### src/rtl/set_count_gen.sv
// Self-timed set-membership counter: scans every lattice point of a GRID x GRID field
// and counts those inside the selected set expression of NC circles.
// Optional macro SET_HIT_STREAM_EN exposes a per-point hit stream for bitmap extraction.
module set_count_gen #(
  parameter int GRID = 8,
  parameter int CW   = 4,
  parameter int NC   = 3,
  parameter int CNTW = $clog2(GRID*GRID+1)
) (
  input  logic                 clk,
  input  logic                 rst,
  input  logic                 en,
  input  logic [2*CW*NC-1:0]   central,
  input  logic [CW*NC-1:0]     radius,
  input  logic [2:0]           mode,
  output logic                 busy,
  output logic                 valid,
  output logic [CNTW-1:0]      candidate
`ifdef SET_HIT_STREAM_EN
  ,
  output logic                 hit_valid,
  output logic                 hit,
  output logic [CW-1:0]        hit_x,
  output logic [CW-1:0]        hit_y
`endif
);

  // Handshake: en is sampled only in IDLE; busy covers SCAN and DONE; valid is a
  // one-cycle strobe and candidate holds its value until the next result.
  typedef enum logic [1:0] {IDLE, SCAN, DONE} state_e;

  localparam int              DW    = 2*CW+1;
  localparam logic [CW-1:0]   G_C   = CW'(GRID);
  localparam logic [CW-1:0]   GM1_C = CW'(GRID-1);
  localparam logic [CW-1:0]   ONE_C = CW'(1);

  state_e                state_q;
  logic [2*CW*NC-1:0]    cen_q;
  logic [CW*NC-1:0]      rad_q;
  logic [2:0]            mode_q;
  logic [CW-1:0]         x_q, y_q;
  logic [CNTW-1:0]       acc_q;
  logic [7:0]            in_v;
  logic [3:0]            k;
  logic                  hit_w;

  genvar gi;
  for (gi = 0; gi < NC; gi++) begin : g_circ
    logic [CW-1:0] cx, cy, cr, dx, dy;
    logic [DW-1:0] dxe, dye, cre, d2, r2;
    assign cx  = cen_q[(NC-gi)*2*CW-1 -: CW];
    assign cy  = cen_q[(NC-gi)*2*CW-1-CW -: CW];
    assign cr  = rad_q[(NC-gi)*CW-1 -: CW];
    assign dx  = (x_q >= cx) ? x_q - cx : cx - x_q;
    assign dy  = (y_q >= cy) ? y_q - cy : cy - y_q;
    // Widen before squaring so the sum of two squares cannot wrap.
    assign dxe = DW'(dx);
    assign dye = DW'(dy);
    assign cre = DW'(cr);
    assign d2  = dxe*dxe + dye*dye;
    assign r2  = cre*cre;
    assign in_v[gi] = (d2 <= r2);
  end
  for (gi = NC; gi < 8; gi++) begin : g_absent
    assign in_v[gi] = 1'b0;
  end

  always_comb begin
    k     = 4'($countones(in_v));
    hit_w = 1'b0;
    case (mode_q)
      3'd0: hit_w = in_v[0];
      3'd1: hit_w = in_v[0] & in_v[1];
      3'd2: hit_w = in_v[0] ^ in_v[1];
      3'd3: hit_w = ({1'b0, in_v[0]} + {1'b0, in_v[1]} + {1'b0, in_v[2]}) == 2'd2;
      3'd4: hit_w = (k == 4'd1);
      3'd5: hit_w = (k >= 4'd1);
      3'd6: hit_w = (k == 4'(NC));
      3'd7: hit_w = (k >= 4'd2);
      default: hit_w = 1'b0;
    endcase
  end

  always_ff @(posedge clk or posedge rst) begin
    if (rst) begin
      state_q   <= IDLE;
      cen_q     <= '0;
      rad_q     <= '0;
      mode_q    <= '0;
      x_q       <= ONE_C;
      y_q       <= ONE_C;
      acc_q     <= '0;
      busy      <= 1'b0;
      valid     <= 1'b0;
      candidate <= '0;
    end else begin
      valid <= 1'b0;
      case (state_q)
        IDLE: begin
          if (en) begin
            cen_q   <= central;
            rad_q   <= radius;
            mode_q  <= mode;
            acc_q   <= '0;
            x_q     <= ONE_C;
            y_q     <= ONE_C;
            busy    <= 1'b1;
            state_q <= SCAN;
          end
        end
        SCAN: begin
          acc_q <= acc_q + CNTW'(hit_w);
          if (x_q == G_C) begin
            x_q <= ONE_C;
            y_q <= y_q + ONE_C;
          end else begin
            x_q <= x_q + ONE_C;
          end
          // The last point (GRID,GRID) is evaluated in DONE.
          if (x_q == GM1_C && y_q == G_C) state_q <= DONE;
        end
        DONE: begin
          candidate <= acc_q + CNTW'(hit_w);
          valid     <= 1'b1;
          busy      <= 1'b0;
          state_q   <= IDLE;
        end
        default: state_q <= IDLE;
      endcase
    end
  end

`ifdef SET_HIT_STREAM_EN
  assign hit_valid = (state_q == SCAN) || (state_q == DONE);
  assign hit       = hit_w;
  assign hit_x     = x_q;
  assign hit_y     = y_q;
`endif

endmodule
### config.mk
export PLATFORM = sky130hd
export DESIGN_NAME = set_count_gen
export DESIGN_NICKNAME = d
export VERILOG_FILES = /design/src/rtl/set_count_gen.sv
export SDC_FILE = /design/constraint.sdc
export NUM_CORES = 1
export LEC_CHECK = 0
export CORE_ASPECT_RATIO = 1.4
export CORE_MARGIN = 5
export CORE_UTILIZATION = 35
export DETAILED_ROUTE_END_ITERATION = 8
export HOLD_SLACK_MARGIN = 0.03
export MAX_ROUTING_LAYER = met4
export PLACE_DENSITY = 0.51
export SYNTH_ARGS = -nofsm -noshare
export SYNTH_HDL_FRONTEND = slang
export SYNTH_SLANG_ARGS = --single-unit
### constraint.sdc
create_clock -name clk -period 8.59 [get_ports clk]
set_input_delay 1.718 -clock clk [delete_from_list [all_inputs] [get_ports clk]]
set_output_delay 1.718 -clock clk [all_outputs]
set_load 0.01 [all_outputs]
==> results.ini, run 1 <==
[cts]
clock_path_buffers=2
cts_tree=done
insertion_delay_ns=0.35
cts_made_buffers=9
clock-root-buffer=clkbuf_16
htree_levels=3
cts.sinks=65
clkTransAtPathRegs_ns=0.07

[synthesis]
netlist.area_leader.share_pct=21.7
syn_inst=894
yosysTopAreaCell=ha_1
seq_area_frac_synth_pct=21.2
async_flop_share_pct=100
synth_area_leaders=ha_1 22%, dfrtp_1 21%, fa_1 13%, inv_1 6.7%, nand2_1 5.8%
ys_warn_count=0
ys_seq_elements=65
synth_edf_count=0
syn-cell-area_sq_mm=0.00768
synth_ff_type=dfrtp_1
synth_nets=1118
synth_cell_type_count=56
postSynthAreaPerCell_sq_um=8.59

[setup_path]
cp_max_fo=3
critical_path.top_delay_family=adder cells
path_common_cell=fa_2
cp-start-kind=flop
crit_type=flop to flop
path_buf_inv=7
cp_slowest_cell=fa_2
arrival_ns=8.42
worst_path_largest_cell_delay_ns=0.62
cp.required_ns=8.87
endpoint_kind=flop

[grt]
grt_overflow=0
gr-usage-all-layers_pct=16.2
grt_pass1_vias=6480
antenna_found_initial=0
grt_pass1_wl_um=31400
grt_max_degree=66

[timing]
worst_pin_slew_ns=1.01
max_freq_mhz=123
setup_violations=0
fin_setup_tns_ns=0
fin_skew_ns=0.0141
timing.final.hold_violations=0
rsz0062_at_grt=false
slew_headroom_pct=32.3
final_max_slew_viol_count=0
post-route-period-util_pct=94.7
period_needed_ns=8.14

[floorplan]
core_area_sq_mm=0.0218
die-area_sq_mm=0.0250
die_w_um=135
die_h_um=185
rows=64
start_util_pct=35.3
io_pins=51

[routing]
wirelength_um=18700
via_per_inst=4.81
num_vias=6328
wl_met2_um=9780
ant_nets=0
wl_per_cell_um=14.2
routed.top_layer=met4
drt-met1-wl_um=7920
drc=0
wl_met3_um=471
firstDrtPassIters=4
drtIter0Drc=204

[placed_design]
gp_congestion=0.852
numPortBuffers=50
detailed_place_hpwl_um=14900

[final_layout]
n_antenna_cell=0
final_common_cell=inv_1
syn2layout_area_growth_pct=24.5
finalNetCount=1237
layout_common_cells=132 x inv_1, 121 x ha_1, 119 x nand2_1, 70 x buf_4, 63 x o21ai_0
drive_gt1_share_pct=15.6

[run_status]
status=complete, no violations

[flow_run]
drv_cap=0

[worst_hold_path]
min_path_type=flop to flop

## registers in the layout, indices dropped and copies added (netlist names)
| register | count |
|---|---|
| busy | 1 |
| y_q | 4 |
| x_q | 4 |
| candidate | 7 |
| state_q | 2 |
| rad_q | 12 |
| mode_q | 3 |
| acc_q | 7 |
| valid | 1 |
| cen_q | 24 |
## cell type report
class / count / area, sq um
clock inverter: 4 / 30.0
clock buffer: 12 / 246
fill: 2250 / 12200
multi-input combinational: 679 / 5720
timing repair buffer: 121 / 1040
tap: 297 / 372
inverter: 137 / 517
sequential: 65 / 1630
## timing repair
| item | CTS | global route |
|---|---|---|
| buffers inserted | 0 | 5 |
| hold endpoints to repair | 0 | 0 |
| resized for setup | 22 | 51 |
| hold buffers | 0 | 0 |
| setup endpoints to repair | 8 | 14 |
| pin swaps | 10 | 51 |
## worst register-to-register path: cells and delay by family, from the launching register on
kind	cells	cell delay, ns
buf+inv	7	0.70
xor+xnor	1	0.14
mux	1	0.20
fa+ha+maj	12	4.26
simple gates	5	0.60
flops	1	0.39
compound gates	12	1.77
## final timing paths
kind,slack [ns],from,cells after the start,endpoint
max,0.45,x_q[0],38,acc_q[6]
max reg2reg,0.45,x_q[0],38,acc_q[6]
max in group asynchronous,5.97,rst,3,x_q[2]
min in group asynchronous,1.95,rst,3,rad_q[7]
min reg2reg,0.49,candidate[3],2,candidate[3]
min,0.49,candidate[3],2,candidate[3]
## Yosys cell counts (4+ instances only)
cell type,n
inv_1,137
mux2_2,4
o21bai_1,7
o21ai_0,73
nand2_1,119
a31oi_1,6
nand2b_1,17
ha_1,133
o31ai_1,5
a211oi_1,6
a21oi_1,35
a21o_1,20
xnor2_1,14
o21a_1,8
o211ai_1,5
nor2_1,43
clkbuf_1,10
fa_1,49
nor3b_1,4
or2_2,7
xor2_1,12
mux2i_1,11
nand3b_1,4
nand4_1,4
nor2b_1,22
and3_1,9
dfrtp_1,63
a31o_2,4
nand3_1,8
a22o_1,4
and2_1,15
## per-layer routing
layer	track usage, %	up-vias
met5	-	-
met4	6.45	0
met3	2.20	27
met2	28.8	68
met1	18.4	2998
li1	-	3235
## cells by family after synthesis
group                      Yosys count  share of synthesized area (%)
DFF                                 65                           21.2
and+or+nand+nor                    264                           16.4
buffers and inverters              150                           7.35
adders and majority gates          182                           34.4
AOI/OAI and AO/OA                  192                           15.6
xor gates and xnor gates            26                           2.97
muxes                               15                           2.02
## metrics by stage
step	std cells	util [%]	area, sq um	setup slack, ns	hold slack (ns)
5_1_grt	1315	43.9	9560	0.0313	0.522
4_1_cts	1311	42.9	9340	0.0295	0.496
3_3_place_gp	1295	41.4	9010	-0.0593	0.470
6_report	1315	43.9	9560	0.453	0.489
3_5_place_dp	1295	41.4	9010	-0.214	0.479
2_1_floorplan	894	-	7680	0.191	0.471
Power of run 1 is left out: the tool's default activity adds up to more than one toggle a clock period on the data nets, which glitch-free logic cannot reach.
==> inputs of run 2 (changes only) <==
--- a/config.mk
+++ b/config.mk
@@ -8,7 +8,9 @@
 export CORE_ASPECT_RATIO = 1.4
 export CORE_MARGIN = 5
 export CORE_UTILIZATION = 35
+export CTS_CLUSTER_SIZE = 24
 export DETAILED_ROUTE_END_ITERATION = 8
+export GPL_ROUTABILITY_DRIVEN = 0
 export HOLD_SLACK_MARGIN = 0.03
 export MAX_ROUTING_LAYER = met4
 export PLACE_DENSITY = 0.51
==> results of run 2 <==
No change in the layout: final DEF, timing and power equal those of run 1.
Power of run 2 is left out for the same reason.
